$ cat src/rtl/key_pkg.sv
// Shared types and width helpers for the multi-channel key conditioner.
// Cycle-count defaults target a 100 MHz clock.
package key_pkg;

   typedef enum logic [1:0] {
      IDLE,
      PRESSED,
      HELD
   } chan_st_e;

   localparam int unsigned DEF_N_KEYS   = 4;
   localparam int unsigned DEF_DEBOUNCE = 1000000;
   localparam int unsigned DEF_DELAY    = 50000000;
   localparam int unsigned DEF_RATE     = 10000000;

   function automatic int unsigned db_w(input int unsigned n);
      return $clog2(n + 1);
   endfunction

   function automatic int unsigned tc_w(input int unsigned n);
      return $clog2(n) + 1;
   endfunction

endpackage

$ cat src/rtl/key_if.sv
// Key bundle between the board buttons and the conditioner.
// master drives raw keys and repeat enables; slave returns events.
interface key_if #(
   parameter int unsigned N_KEYS = 4
);

   logic [N_KEYS-1:0] key;
   logic [N_KEYS-1:0] repeat_en;
   logic [N_KEYS-1:0] key_level;
   logic [N_KEYS-1:0] key_press;
   logic [N_KEYS-1:0] key_release;
   logic [N_KEYS-1:0] key_hold;

   modport master (
      output key,
      output repeat_en,
      input  key_level,
      input  key_press,
      input  key_release,
      input  key_hold
   );

   modport slave (
      input  key,
      input  repeat_en,
      output key_level,
      output key_press,
      output key_release,
      output key_hold
   );

endinterface

$ cat src/rtl/key_debounce_chan.sv
// One key channel: synchroniser, debounce counter, press/hold FSM
// with auto-repeat.
module key_debounce_chan
   import key_pkg::*;
#(
   parameter int unsigned DEBOUNCE_CYCLES     = DEF_DEBOUNCE,
   parameter int unsigned REPEAT_DELAY_CYCLES = DEF_DELAY,
   parameter int unsigned REPEAT_RATE_CYCLES  = DEF_RATE,
   parameter bit          ACTIVE_HIGH         = 1'b1
) (
   input  logic clk,
   input  logic rst_n,
   input  logic key_i,
   input  logic repeat_en_i,
   output logic level_o,
   output logic press_o,
   output logic release_o,
   output logic hold_o
);

   localparam int unsigned DW = db_w(DEBOUNCE_CYCLES);
   localparam int unsigned HW = tc_w(REPEAT_DELAY_CYCLES);
   localparam int unsigned RW = tc_w(REPEAT_RATE_CYCLES);

   localparam logic [DW-1:0] DB_LAST   = DW'(DEBOUNCE_CYCLES - 1);
   localparam logic [HW-1:0] HOLD_LAST = HW'(REPEAT_DELAY_CYCLES - 1);
   localparam logic [RW-1:0] RATE_LAST = HW'(0) == '0 ?
                                         RW'(REPEAT_RATE_CYCLES - 1) :
                                         '0;

   logic          raw;
   logic          sync1_q;
   logic          sync2_q;
   logic          level_q;
   logic          level_d;
   logic [DW-1:0] db_q;
   logic [DW-1:0] db_d;
   logic          rise;
   logic          fall;

   chan_st_e      state_q;
   logic [HW-1:0] hold_cnt_q;
   logic [RW-1:0] rate_cnt_q;
   logic          press_q;
   logic          release_q;
   logic          hold_q;

   assign raw = ACTIVE_HIGH ? key_i : ~key_i;

   // A level change is accepted on the DEBOUNCE_CYCLES-th differing sample.
   always_comb begin
      level_d = level_q;
      db_d    = '0;
      rise    = 1'b0;
      fall    = 1'b0;
      if (sync2_q != level_q) begin
         if (db_q == DB_LAST) begin
            level_d = ~level_q;
            rise    = ~level_q;
            fall    = level_q;
         end else begin
            db_d = db_q + 1'b1;
         end
      end
   end

   always_ff @(posedge clk or negedge rst_n) begin
      if (!rst_n) begin
         sync1_q <= 1'b0;
         sync2_q <= 1'b0;
         level_q <= 1'b0;
         db_q    <= '0;
      end else begin
         sync1_q <= raw;
         sync2_q <= sync1_q;
         level_q <= level_d;
         db_q    <= db_d;
      end
   end

   // Release wins over a coinciding repeat so press/release never overlap.
   always_ff @(posedge clk or negedge rst_n) begin
      if (!rst_n) begin
         state_q    <= IDLE;
         hold_cnt_q <= '0;
         rate_cnt_q <= '0;
         press_q    <= 1'b0;
         release_q  <= 1'b0;
         hold_q     <= 1'b0;
      end else begin
         press_q   <= 1'b0;
         release_q <= 1'b0;
         if (fall) begin
            state_q    <= IDLE;
            release_q  <= 1'b1;
            hold_q     <= 1'b0;
            hold_cnt_q <= '0;
            rate_cnt_q <= '0;
         end else begin
            case (state_q)
               IDLE: begin
                  if (rise) begin
                     state_q    <= PRESSED;
                     press_q    <= 1'b1;
                     hold_cnt_q <= '0;
                  end
               end
               PRESSED: begin
                  if (hold_cnt_q == HOLD_LAST) begin
                     state_q    <= HELD;
                     hold_q     <= 1'b1;
                     hold_cnt_q <= '0;
                     rate_cnt_q <= '0;
                     press_q    <= repeat_en_i;
                  end else begin
                     hold_cnt_q <= hold_cnt_q + 1'b1;
                  end
               end
               HELD: begin
                  if (!repeat_en_i) begin
                     rate_cnt_q <= '0;
                  end else if (rate_cnt_q == RATE_LAST) begin
                     press_q    <= 1'b1;
                     rate_cnt_q <= '0;
                  end else begin
                     rate_cnt_q <= rate_cnt_q + 1'b1;
                  end
               end
               default: state_q <= IDLE;
            endcase
         end
      end
   end

   assign level_o   = level_q;
   assign press_o   = press_q;
   assign release_o = release_q;
   assign hold_o    = hold_q;

endmodule

$ cat src/rtl/key_debounce_multi.sv
// N-channel push-button conditioner; fans the key bundle out to
// independent per-key channels.
module key_debounce_multi
   import key_pkg::*;
#(
   parameter int unsigned N_KEYS              = DEF_N_KEYS,
   parameter int unsigned DEBOUNCE_CYCLES     = DEF_DEBOUNCE,
   parameter int unsigned REPEAT_DELAY_CYCLES = DEF_DELAY,
   parameter int unsigned REPEAT_RATE_CYCLES  = DEF_RATE,
   parameter bit          ACTIVE_HIGH         = 1'b1
) (
   input logic clk,
   input logic rst_n,
   key_if.slave bus
);

   for (genvar g = 0; g < N_KEYS; g++) begin : g_chan
      key_debounce_chan #(
         .DEBOUNCE_CYCLES     (DEBOUNCE_CYCLES),
         .REPEAT_DELAY_CYCLES (REPEAT_DELAY_CYCLES),
         .REPEAT_RATE_CYCLES  (REPEAT_RATE_CYCLES),
         .ACTIVE_HIGH         (ACTIVE_HIGH)
      ) u_chan (
         .clk         (clk),
         .rst_n       (rst_n),
         .key_i       (bus.key[g]),
         .repeat_en_i (bus.repeat_en[g]),
         .level_o     (bus.key_level[g]),
         .press_o     (bus.key_press[g]),
         .release_o   (bus.key_release[g]),
         .hold_o      (bus.key_hold[g])
      );
   end

endmodule

$ cat src/flat_wrapper.sv
// flat-port wrapper written by rule: the top's interface ports become plain ports
module key_debounce_multi_flat import key_pkg::*;
#(
   parameter int unsigned N_KEYS              = DEF_N_KEYS,
   parameter int unsigned DEBOUNCE_CYCLES     = DEF_DEBOUNCE,
   parameter int unsigned REPEAT_DELAY_CYCLES = DEF_DELAY,
   parameter int unsigned REPEAT_RATE_CYCLES  = DEF_RATE,
   parameter bit          ACTIVE_HIGH         = 1'b1
)
  (clk, rst_n, bus_key, bus_repeat_en, bus_key_level, bus_key_press, bus_key_release, bus_key_hold);
  key_if #(.N_KEYS(N_KEYS)) bus_i ();
  input logic clk;
  input logic rst_n;
  input wire logic [$bits(bus_i.key)-1:0] bus_key;
  input wire logic [$bits(bus_i.repeat_en)-1:0] bus_repeat_en;
  output wire logic [$bits(bus_i.key_level)-1:0] bus_key_level;
  output wire logic [$bits(bus_i.key_press)-1:0] bus_key_press;
  output wire logic [$bits(bus_i.key_release)-1:0] bus_key_release;
  output wire logic [$bits(bus_i.key_hold)-1:0] bus_key_hold;
  assign bus_i.key = bus_key;
  assign bus_i.repeat_en = bus_repeat_en;
  assign bus_key_level = bus_i.key_level;
  assign bus_key_press = bus_i.key_press;
  assign bus_key_release = bus_i.key_release;
  assign bus_key_hold = bus_i.key_hold;
  key_debounce_multi #(.N_KEYS(N_KEYS), .DEBOUNCE_CYCLES(DEBOUNCE_CYCLES), .REPEAT_DELAY_CYCLES(REPEAT_DELAY_CYCLES), .REPEAT_RATE_CYCLES(REPEAT_RATE_CYCLES), .ACTIVE_HIGH(ACTIVE_HIGH)) u_core (.clk(clk), .rst_n(rst_n), .bus(bus_i));
endmodule
$ cat config.mk
export PLATFORM = sky130hd
export DESIGN_NAME = key_debounce_multi_flat
export DESIGN_NICKNAME = d
export VERILOG_FILES = /design/src/rtl/key_pkg.sv /design/src/rtl/key_if.sv /design/src/rtl/key_debounce_chan.sv /design/src/rtl/key_debounce_multi.sv /design/src/flat_wrapper.sv
export SDC_FILE = /design/constraint.sdc
export NUM_CORES = 1
export LEC_CHECK = 0
export BUFFER_PORTS_ARGS = -buffer_cell sky130_fd_sc_hd__buf_4
export CORE_MARGIN = 2
export CORE_UTILIZATION = 60
export CTS_CLUSTER_SIZE = 20
export DETAILED_ROUTE_END_ITERATION = 12
export GPL_TIMING_DRIVEN = 0
export PLACE_DENSITY = 0.73
export SYNTH_ARGS = -nofsm -noshare
export SYNTH_HDL_FRONTEND = slang
export SYNTH_SLANG_ARGS = --single-unit
$ cat constraint.sdc
create_clock -name clk -period 3.18 [get_ports clk]
set_input_delay 0.318 -clock clk [delete_from_list [all_inputs] [get_ports clk]]
set_output_delay 0.318 -clock clk [all_outputs]
set_load 0.05 [all_outputs]
==> impl_results.md, run 1 <==
- Clk buf depth: 3
- Total GRT Usage: 25.1%
- Number of global-route vias before repair: 13800
- Compound-Gate Fraction of Synth Area: 9.08%
- Number of synthesized flops with an enable pin: 0
- Logic pwr share: 1.7%
- Yosys reg bits: 320
- IO Count: 26
- Pre-CTS WS: -0.00209 ns
- Cell count after synthesis: 1868
- Final-report setup violation count: 0
- RSZ-0062 raised after global routing: true
- Chip height: 174 um
- Final Slew Violations: 0
- DR vias: 14000
- Post-Synth Simple-Gate Area: 28.2%
- Post-Synth Adder-Cell Area: 2.31%
- Crit path DAT: 3.45 ns
- Initial cell density of the core: 60.6%
- Drt total wl: 37200 um
- HP Start: bus_repeat_en[1]
- Core Box Area: 28600 sq um
- Die area: 30300 sq um
- Sw Share: 20.1%
- Synth top cells by count: 320 x dfrtp_1, 279 x nor2_1, 135 x nand2_1, 131 x nand3_1, 130 x xnor2_1
- Clk sinks: 320
- Synthesized area: 17400 sq um
- WHS Endpoint: u_core.g_chan[1].u_chan.press_o
- Peak supply drop: 0.000493 V
- Antenna cells: 0
- Syn avg cell area: 9.29 sq um
- Worst skew pair latency: 0.51 ns
- First DRT Iteration DRCs: 1042
- Max-Cap Viols: 0
- Crit Reg-Reg Startpoint: u_core.g_chan[1].u_chan.db_q[6]
- Internal power: 7.10 mW
- Clock root cell: clkbuf_16
- Min Tclk post-route: 3.05 ns
- Pin count of the biggest net entering global routing: 116
- CP endpoint kind: register
- Pwr dens: 456 nW/um^2
- Lkg Pwr: 7.97 nW
- Initial antenna violation count: 0
- Sequential area share after synthesis: 46.1%
- Vias per cell: 5.97
- Ranking of synthesized cells by area: dfrtp_1 46%, xnor2_1 6.6%, nor2_1 6.0%
- Hold Crit Depth: 3
- Num CTS Buffers: 37
- Critical path class: register to register
- Worst setup SP type: register
- Worst min path class: primary input to register
- Xor/xnor share of the synthesized area: 10.7%
- Fraction of synthesized area in multiplexers: 0.541%
- Reg2Reg Depth: 7
- Layout area overhead: 12.3%
- Drt pass-1 iters: 5
- CTS tree: done
- Most common cell in the netlist: dfrtp_1
- Final ANT Viol Nets: 0
- Nets: 1980
- Fin Clk Skew: 0.0100 ns
- Hold Violations, Final: 0
- # rows: 62
- Drt wl/cell: 15.9 um
- Post-CTS setup buffer count: 0
- Syn. warnings: 0
- Setup ws final: 0.133 ns
- Clk pwr share: 52.1%
- Fraction of layout cells with a size suffix above 1: 7.64%
- CP max FO: 10
- Chip Width: 174 um
- H-tree depth: 2
- Worst-path clk slew: 0.06 ns
- Actual slew at the worst max-slew pin: 1.13 ns
- Power share of the sequential group: 46.2%
- Status: complete, no violations
- Final worst path period share: 95.8%
- Number of port buffers: 25
- Main combinational cell family by area after synthesis: simple AND/OR/NAND/NOR gates
- F_max: 328 MHz
- Cell taking the most area after synthesis: dfrtp_1
- Net Count, Synth: 1910
- First-pass GRT wire length: 65100 um
- Hold WS: 0.141 ns
- Most used DFF post-synth: dfrtp_1
- Max transition margin: 23.5%
- # DRC: 0
- Register-to-register setup slack: 0.13 ns
- Reg2reg end: u_core.g_chan[1].u_chan.rate_cnt_q[6]
- Placer Congestion: 0.863
- Worst Path Required: 3.58 ns
- Asr flop ratio synth: 100%
- Synth unique cells: 75
- DP HPWL: 24800 um
- Psw: 1.79 mW
- Gr ovfl total: 0
- Synth top area share: 46.1%
## cell usage in the layout, fill, tap and decap left out, types with 30 or more instances in the layout
| master | count |
|---|---|
| o21ai_0 | 67 |
| xnor2_1 | 130 |
| clkbuf_16 | 37 |
| dfrtp_1 | 320 |
| nor4_1 | 33 |
| buf_4 | 41 |
| nor3_1 | 50 |
| inv_1 | 39 |
| a21oi_1 | 53 |
| nand2_1 | 135 |
| nor2_1 | 278 |
| xor2_1 | 83 |
| clkbuf_1 | 59 |
| nand4_1 | 75 |
| ha_1 | 32 |
| nand3_1 | 131 |
| and3_1 | 47 |
| or3_1 | 30 |
## how the worst max path moves through the flow
stage	endpoint	startpoint	cells past startpoint	slack [ns]
after global routing	u_core.g_chan[0].u_chan.rate_cnt_q[0]	u_core.g_chan[0].u_chan.db_q[10]	7	-0.09
after detailed placement	u_core.g_chan[0].u_chan.rate_cnt_q[0]	u_core.g_chan[0].u_chan.hold_cnt_q[16]	7	-0.002
after floorplan	u_core.g_chan[3].u_chan.hold_cnt_q[16]	u_core.g_chan[3].u_chan.db_q[6]	6	0.53
after global placement	u_core.g_chan[0].u_chan.rate_cnt_q[12]	rst_n	1	-1.16
after CTS	u_core.g_chan[1].u_chan.rate_cnt_q[6]	u_core.g_chan[1].u_chan.db_q[6]	7	0.12
final	u_core.g_chan[1].u_chan.rate_cnt_q[6]	u_core.g_chan[1].u_chan.db_q[6]	7	0.13
## power by group through the flow
stage          Combinational (mW)  Clock, mW  Sequential [mW]
2_1_floorplan              0.0417          0             4.18
3_3_place_gp                0.142          0             4.18
3_5_place_dp                0.154          0             4.18
4_1_cts                     0.160       4.74             4.10
5_1_grt                     0.181       4.91             4.10
6_report                    0.152       4.63             4.10
## registers in the layout, indices dropped and copies added, names as in the netlist
register / count
u_core.g_chan.u_chan.hold_cnt_q: 108
u_core.g_chan.u_chan.rate_cnt_q: 100
u_core.g_chan.u_chan.db_q: 80
u_core.g_chan.u_chan.state_q: 8
u_core.g_chan.u_chan.hold_o: 4
u_core.g_chan.u_chan.level_o: 4
u_core.g_chan.u_chan.press_o: 4
u_core.g_chan.u_chan.release_o: 4
u_core.g_chan.u_chan.sync1_q: 4
u_core.g_chan.u_chan.sync2_q: 4
## critical path: stages, from the launching register on
cell	delay [ns]
dfrtp_1	0.46
or4_4	0.59
nor4b_2	0.47
a32oi_1	0.31
and2_1	0.30
clkbuf_1	0.23
or2_2	0.35
o31ai_1	0.23
## cells by family (layout without fill, tap and decap cells)
| kind of cell | after synthesis | count (layout) |
|---|---|---|
| AND/OR/NAND/NOR | 937 | 937 |
| flip-flops | 320 | 320 |
| XOR/XNOR | 213 | 213 |
| adder cells (fa/ha/maj) | 32 | 32 |
| multiplexers | 9 | 9 |
| AO/OA/AOI/OAI | 237 | 237 |
| buffers and inverters | 120 | 215 |
## timing repair
item	CTS	global route
hold buffers	5	0
endpoints found under the hold margin	96	0
setup endpoints to repair	5	70
gates resized for setup	2	6
pin swaps	0	0
## metrics by stage
step	power [mW]	std cells	TNS, ns	area, sq um	utilization (%)
floorplan	4.22	1868	0	17400	-
global route	9.19	2347	-0.731	19500	68.1
finish	8.89	2347	0	19500	68.1
detailed placement	4.33	2279	-0.00209	18100	63.2
global placement	4.32	2277	-356.47	18000	63.0
CTS	9.00	2348	0	19500	68.1
## final cells by class
| type | instances | area, sq um |
|---|---|---|
| clock inverters | 19 | 332 |
| well taps | 384 | 480 |
| clock buffers | 45 | 1010 |
| repair buffers | 32 | 300 |
| inverters | 39 | 146 |
| plain buffers | 80 | 378 |
| flip-flops and latches | 320 | 8010 |
| fillers | 2289 | 9130 |
| multi-input cells | 1428 | 8850 |
## routing by layer
layer	GRT usage, %	up-vias	part of all wire, %
met3	3.06	53	3.9
li1	-	6780	-
met4	6.41	0	1.6
met5	0	-	0
met1	35.7	6893	47
met2	41.1	290	47
(Power assumes the default switching activity.)
==> run 2, diff against run 1 <==
--- a/config.mk
+++ b/config.mk
@@ -6,7 +6,7 @@
 export NUM_CORES = 1
 export LEC_CHECK = 0
 export BUFFER_PORTS_ARGS = -buffer_cell sky130_fd_sc_hd__buf_4
-export CORE_MARGIN = 2
+export CORE_MARGIN = 5
 export CORE_UTILIZATION = 60
 export CTS_CLUSTER_SIZE = 20
 export DETAILED_ROUTE_END_ITERATION = 12
==> run 2 against run 1 <==
Compared with the run above: design area fell by 0.17%; combinational power is essentially flat; clock skew increased by 0.0067 ns; utilization decreased by 0.12 points; critical path depth unchanged; die area increased by 7.0%; via count down 0.17%; total power down 2.3%; flip-flop and latch count did not move.
==> impl_results.md, run 2 (synthesis results as in run 1) <==
- Fraction of layout cells with a size suffix above 1: 7.84% (+0.20 points)
- DR vias: 14000 (-0.17%)
- Gr ovfl total: 0 (unchanged)
- Initial cell density of the core: 60.6% (unchanged)
- Fin cells: 2349 (+0.085%)
- Hold Violations, Final: 0 (unchanged)
- Post-place instance area: 18100 sq um (unchanged)
- Actual slew at the worst max-slew pin: 1.12 ns (-0.0116 ns)
- Core Box Area: 28600 sq um (unchanged)
- CTS tree: done
- Lkg Pwr: 7.98 nW (+0.11%)
- Leading cell type in the layout, fill and taps excluded: dfrtp_1
- Largest register FFs: 108 (unchanged)
- Crit path from: u_core.g_chan[3].u_chan.db_q[6]
- Antenna cells: 0 (unchanged)
- Pre-CTS WS: -0.0197 ns (-0.0176 ns)
- Clk sinks: 320 (unchanged)
- Placed insts: 2279 (unchanged)
- DP HPWL: 25300 um (+1.7%)
- Min Tclk post-route: 3.06 ns (+0.00847 ns)
- CP max stage delay: 0.63 ns (+0.04 ns)
- Total GRT Usage: 22.8% (-2.2 points)
- Crit path max-delay cell type: o32ai_2
- Drt total wl: 37100 um (-0.23%)
- Crit path DAT: 3.45 ns (about the same)
- Initial antenna violation count: 0 (unchanged)
- Vias per cell: 5.96 (-0.26%)
- H-tree depth: 2 (unchanged)
- Worst min path class: primary input to register
- First-pass GRT wire length: 64900 um (-0.29%)
- Biggest register: u_core.g_chan.u_chan.hold_cnt_q
- Chip height: 180 um (+3.4%)
- IO Count: 26 (unchanged)
- Placer Congestion: 0.893 (+3.4%)
- Crit Reg-Reg Startpoint: u_core.g_chan[3].u_chan.db_q[6]
- Final ANT Viol Nets: 0 (unchanged)
- Worst Path Required: 3.58 ns (about the same)
- Final worst path period share: 96.1% (+0.27 points)
- Worst-path clk slew: 0.06 ns (about the same)
- Biggest regs: u_core.g_chan.u_chan.hold_cnt_q x108, u_core.g_chan.u_chan.rate_cnt_q x100, u_core.g_chan.u_chan.db_q x80
- Pin count of the biggest net entering global routing: 127 (+9.5%)
- Clock root cell: clkbuf_16
- CP dominant cell by count: or4_4
- Status: complete, no violations
- Setup ws final: 0.125 ns (-0.00847 ns)
- Critical path class: register to register
- Layout area overhead: 12.1%
- Drt wl/cell: 15.8 um (-0.32%)
- Die area: 32400 sq um (+7.0%)
- Chip Width: 180 um (+3.4%)
- RSZ-0062 raised after global routing: false
- Fin Clk Skew: 0.0167 ns (+0.00668 ns)
- Final-report setup violation count: 0 (unchanged)
- CP max FO: 10 (unchanged)
- Design area: 19500 sq um (-0.17%)
- HP Start: bus_repeat_en[1]
- Final Slew Violations: 0 (unchanged)
- # DRC: 0 (unchanged)
- Max-Cap Viols: 0 (unchanged)
- F_max: 327 MHz (-0.28%)
- CP endpoint kind: register
- Pwr dens: 446 nW/um^2 (-2.2%)
- Most frequent cells in the layout: 320 x dfrtp_1, 278 x nor2_1, 135 x nand2_1, 131 x nand3_1, 130 x xnor2_1
- Drt pass-1 iters: 5 (unchanged)
- Peak supply drop: 0.000376 V (-24%)
- # rows: 62 (unchanged)
- Filler instances: 2256 (-1.4%)
- Post-CTS setup buffer count: 0 (unchanged)
- First DRT Iteration DRCs: 842 (-19%)
- Crit path cell chain: or4_4 > or4_4 > o32ai_2 > buf_2 > nand3_1 > xor2_1 > nor2_1
- Clk buf depth: 3 (unchanged)
- Max transition margin: 25.1% (+1.6 points)
- Number of port buffers: 25 (unchanged)
- Worst setup SP type: register
- Number of global-route vias before repair: 13800 (+0.30%)
- Nets: 1981 (+0.051%)
- Num CTS Buffers: 37 (unchanged)
- Worst skew pair latency: 0.53 ns (+0.02 ns)
## run 2: cell types whose count changed in the layout (fill, tap and decap cells not counted), sizes merged
cell	previous run	this run
clkbuf	102	109
clkinvlp	3	1
bufinv	9	4
inv	39	40
clkinv	7	8
## run 2: area by class of cell
type / instances / area, sq um / area share (%)
Sequential cell: 320 / 8010 / 41.1
Buffer: 81 / 384 / 1.97
Inverter: 39 / 146 / 0.752
Timing Repair Buffer: 32 / 300 / 1.54
Clock inverter: 14 / 176 / 0.906
Clock buffer: 51 / 1100 / 5.66
Multi-Input combinational cell: 1428 / 8870 / 45.6
Tap cell: 384 / 480 / 2.47
## run 2: per-stage QoR
stage	utilization (%)	hold slack [ns]	TNS (ns)	total power, mW
after floorplan	-	0.0224	0	4.22
after global placement	63.0	0.332	-341.38	4.32
after detailed placement	63.2	0.335	-0.0197	4.33
after CTS	67.8	0.129	0	8.77
after global routing	68.0	0.172	0	8.97
final	68.0	0.141	0	8.68
## run 2: repair_timing
item / in CTS / in global routing
cloned: 0 / 0
endpoints found under the hold margin: 102 / 0
hold buffers: 5 / 0
endpoints found under the setup margin: 7 / 69
resized for setup: 1 / 14
## run 2: path summary, 6_finish.rpt
| kind | slack (ns) | to | cells after the start |
|---|---|---|---|
| worst min register to register | 0.35 | u_core.g_chan[0].u_chan.sync2_q | 0 |
| max in group asynchronous | 1.32 | u_core.g_chan[3].u_chan.hold_cnt_q[15] | 4 |
| worst max register to register | 0.12 | u_core.g_chan[3].u_chan.hold_cnt_q[23] | 7 |
| worst max-delay path | 0.12 | u_core.g_chan[3].u_chan.hold_cnt_q[23] | 7 |
| worst min-delay path | 0.14 | u_core.g_chan[1].u_chan.press_o | 3 |
| min in group asynchronous | 0.41 | u_core.g_chan[1].u_chan.db_q[15] | 2 |
## run 2: report_power, final
group	switching, mW	total (mW)	internal, mW
Combinational	0.115	0.152	0.0375
Sequential	0.0152	4.11	4.09
Clock	1.68	4.43	2.74
Total	1.81	8.68	6.87
## run 2: routing by layer
| metal | vias to the layer above | share of wire, % | global-route usage, % |
|---|---|---|---|
| met5 | - | 0 | 0 |
| met4 | 0 | 1.8 | 6.17 |
| met3 | 61 | 4.0 | 2.95 |
| met2 | 322 | 48 | 38.3 |
| met1 | 6829 | 46 | 31.7 |
| li1 | 6780 | - | - |
## run 2: critical path: cells and delay by family, from the launching register on
kind,cells,cell delay [ns]
flops,1,0.44
compound gates,1,0.63
simple gates,4,1.33
buf+inv,1,0.34
xor+xnor,1,0.18
==> run 3, diff against run 2 <==
--- a/config.mk
+++ b/config.mk
@@ -7,11 +7,11 @@
 export LEC_CHECK = 0
 export BUFFER_PORTS_ARGS = -buffer_cell sky130_fd_sc_hd__buf_4
 export CORE_MARGIN = 5
-export CORE_UTILIZATION = 60
+export CORE_UTILIZATION = 30
 export CTS_CLUSTER_SIZE = 20
 export DETAILED_ROUTE_END_ITERATION = 12
 export GPL_TIMING_DRIVEN = 0
-export PLACE_DENSITY = 0.73
+export PLACE_DENSITY = 0.41
 export SYNTH_ARGS = -nofsm -noshare
 export SYNTH_HDL_FRONTEND = slang
 export SYNTH_SLANG_ARGS = --single-unit
==> run 3 against run 2 <==
Compared with the run above: setup slack better by 0.088 ns; non-clock buffer count is 3 lower; design area is 4.0% higher; count of clock-buffer cells in the layout is 8 higher; utilization is 33 points lower; clock skew is 0.0088 ns higher; worst hold slack worse by 0.058 ns; flip-flop and latch count stayed put; via count is 2.4% lower; maximum frequency is 3.0% higher; largest cell class unchanged.
==> impl_results.md, run 3 (synthesis results as in run 1) <==
- Setup TNS: 0 ns (unchanged)
- Min Tclk post-route: 2.97 ns (-0.0883 ns)
- Actual slew at the worst max-slew pin: 1.03 ns (-0.0910 ns)
- Worst Path Required: 3.63 ns (+0.05 ns)
- Lkg Pwr: 8.11 nW (+1.7%)
- Max transition margin: 30.5% (+5.3 points)
- # DRC: 0 (unchanged)
- Num CTS Buffers: 42 (+14%)
- Final ANT Viol Nets: 0 (unchanged)
- Reg area: 8010 sq um (unchanged)
- Final core utilization: 35.2% (-33 points)
- Biggest regs: u_core.g_chan.u_chan.hold_cnt_q x108, u_core.g_chan.u_chan.rate_cnt_q x100, u_core.g_chan.u_chan.db_q x80
- Fin cells: 2740 (+17%)
- H-tree depth: 2 (unchanged)
- Die area: 62800 sq um (+94%)
- Largest register FFs: 108 (unchanged)
- Worst-path clk slew: 0.06 ns (about the same)
- Global routing's busiest layer: met2
- Leading cell type in the layout, fill and taps excluded: dfrtp_1
- IO Count: 26 (unchanged)
- Number of port buffers: 25 (unchanged)
- CP max FO: 10 (unchanged)
- Final worst path period share: 93.3% (-2.8 points)
- GRT met1 Usage: 18.8% (-13 points)
- Filler instances: 5960 (+160%)
- Nets: 1983 (+0.10%)
- Peak supply drop: 0.000327 V (-13%)
- Status: complete, no violations
- Number of global-route vias before repair: 13800 (-0.21%)
- First DRT Iteration DRCs: 754 (-10%)
- CTS tree: done
- Post-CTS setup buffer count: 0 (unchanged)
- Multi-input logic area: 8940 sq um (+0.85%)
- Grt met2 use: 21.0% (-17 points)
- Hold WS: 0.0829 ns (-0.0577 ns)
- Placer Congestion: 0.778 (-13%)
- CP endpoint kind: register
- Gr ovfl total: 0 (unchanged)
- Worst skew pair latency: 0.57 ns (+0.04 ns)
- Clk buf depth: 3 (unchanged)
- Pwr Total: 9.42 mW (+8.4%)
- First-pass GRT wire length: 71400 um (+10%)
- Antenna cells: 0 (unchanged)
- Final-report setup violation count: 0 (unchanged)
- Most frequent cells in the layout: 320 x dfrtp_1, 277 x nor2_1, 135 x nand2_1, 131 x nand3_1, 130 x xnor2_1
- Placed insts: 2660 (+17%)
- Total GRT Usage: 13.3% (-9.6 points)
- Initial antenna violation count: 0 (unchanged)
- Fin Clk Skew: 0.0255 ns (+0.00881 ns)
- Layout area overhead: 16.6%
- Clk sinks: 320 (unchanged)
- DR vias: 13700 (-2.4%)
- Vias per cell: 4.98 (-16%)
- Initial cell density of the core: 30.2% (-30 points)
- Max-Cap Viols: 0 (unchanged)
- # rows: 88 (+42%)
- Pin count of the biggest net entering global routing: 112 (-12%)
- Clock root cell: clkbuf_16
- Core Box Area: 57500 sq um (+100%)
- Chip height: 251 um (+39%)
- Pwr dens: 465 nW/um^2 (+4.3%)
- Biggest register: u_core.g_chan.u_chan.hold_cnt_q
- Drt total wl: 42000 um (+13%)
- Drt pass-1 iters: 5 (unchanged)
- DP HPWL: 28300 um (+12%)
- GR met3 Demand/Resource: 2.09% (-0.86 points)
- Crit path DAT: 3.42 ns (-0.03 ns)
- Worst setup SP type: register
- Worst min path class: primary input to register
- F_max: 337 MHz (+3.0%)
- Hold Violations, Final: 0 (unchanged)
- Final Slew Violations: 0 (unchanged)
- RSZ-0062 raised after global routing: false
- Chip Width: 251 um (+39%)
- Drt wl/cell: 15.3 um (-3.0%)
- Fraction of layout cells with a size suffix above 1: 8.91% (+1.1 points)
- Critical path class: register to register
## run 3: per-layer routing
layer	vias up	wire [um]
met4	0	886
met5	-	0
met3	56	1190
met1	6662	21200
li1	6810	-
met2	129	18800
## run 3: final cells by class
class                      count  area share, %
multi-input combinational   1428           44.2
sequential                   320           39.6
clock buffer                  59           6.15
tap                          765           4.73
buffer                        78           1.85
timing repair buffer          32           1.48
clock inverter                19           1.32
inverter                      39          0.723
## run 3: power breakdown
| group | total, mW | internal [mW] | leakage, nW | switching [mW] |
|---|---|---|---|---|
| registers | 4.11 | 4.09 | 4.23 | 0.0155 |
| clock network | 5.15 | 3.22 | 0.756 | 1.93 |
| logic | 0.157 | 0.0373 | 3.12 | 0.120 |
## run 3: metrics by stage
step	instance area (sq um)	setup slack [ns]
6_report	20200	0.213
4_1_cts	20100	0.00387
5_1_grt	20200	0.000643
3_5_place_dp	18600	-0.253
3_3_place_gp	18500	-1.53
2_1_floorplan	17400	0.532
## run 3: worst max-delay path, stage by stage (launching register included)
cell and delay (ns):
dfrtp_1 0.39, ha_1 0.20, nand4_1 0.15, or4_1 0.57
or3_1 0.50, and2_1 0.26, clkbuf_1 0.23, or2_2 0.36
o31ai_1 0.21
## run 3: worst paths after layout
check | depth (start not counted) | slack [ns] | from | endpoint
max in group asynchronous | 3 | 1.68 | rst_n | u_core.g_chan[2].u_chan.hold_cnt_q[14]
min in group asynchronous | 2 | 0.42 | rst_n | u_core.g_chan[1].u_chan.db_q[2]
worst max-delay path | 8 | 0.21 | u_core.g_chan[1].u_chan.hold_cnt_q[0] | u_core.g_chan[1].u_chan.rate_cnt_q[6]
worst min-delay path | 3 | 0.08 | bus_repeat_en[1] | u_core.g_chan[1].u_chan.press_o
worst max register to register | 8 | 0.21 | u_core.g_chan[1].u_chan.hold_cnt_q[0] | u_core.g_chan[1].u_chan.rate_cnt_q[6]
worst min register to register | 0 | 0.34 | u_core.g_chan[3].u_chan.sync1_q | u_core.g_chan[3].u_chan.sync2_q
## run 3: repair_timing
action / CTS / global route
setup endpoints to repair: 38 / 120
hold buffers: 5 / 0
hold endpoints to repair: 104 / 0
gates cloned: 0 / 0
gates resized for setup: 4 / 26
pin swaps: 0 / 0
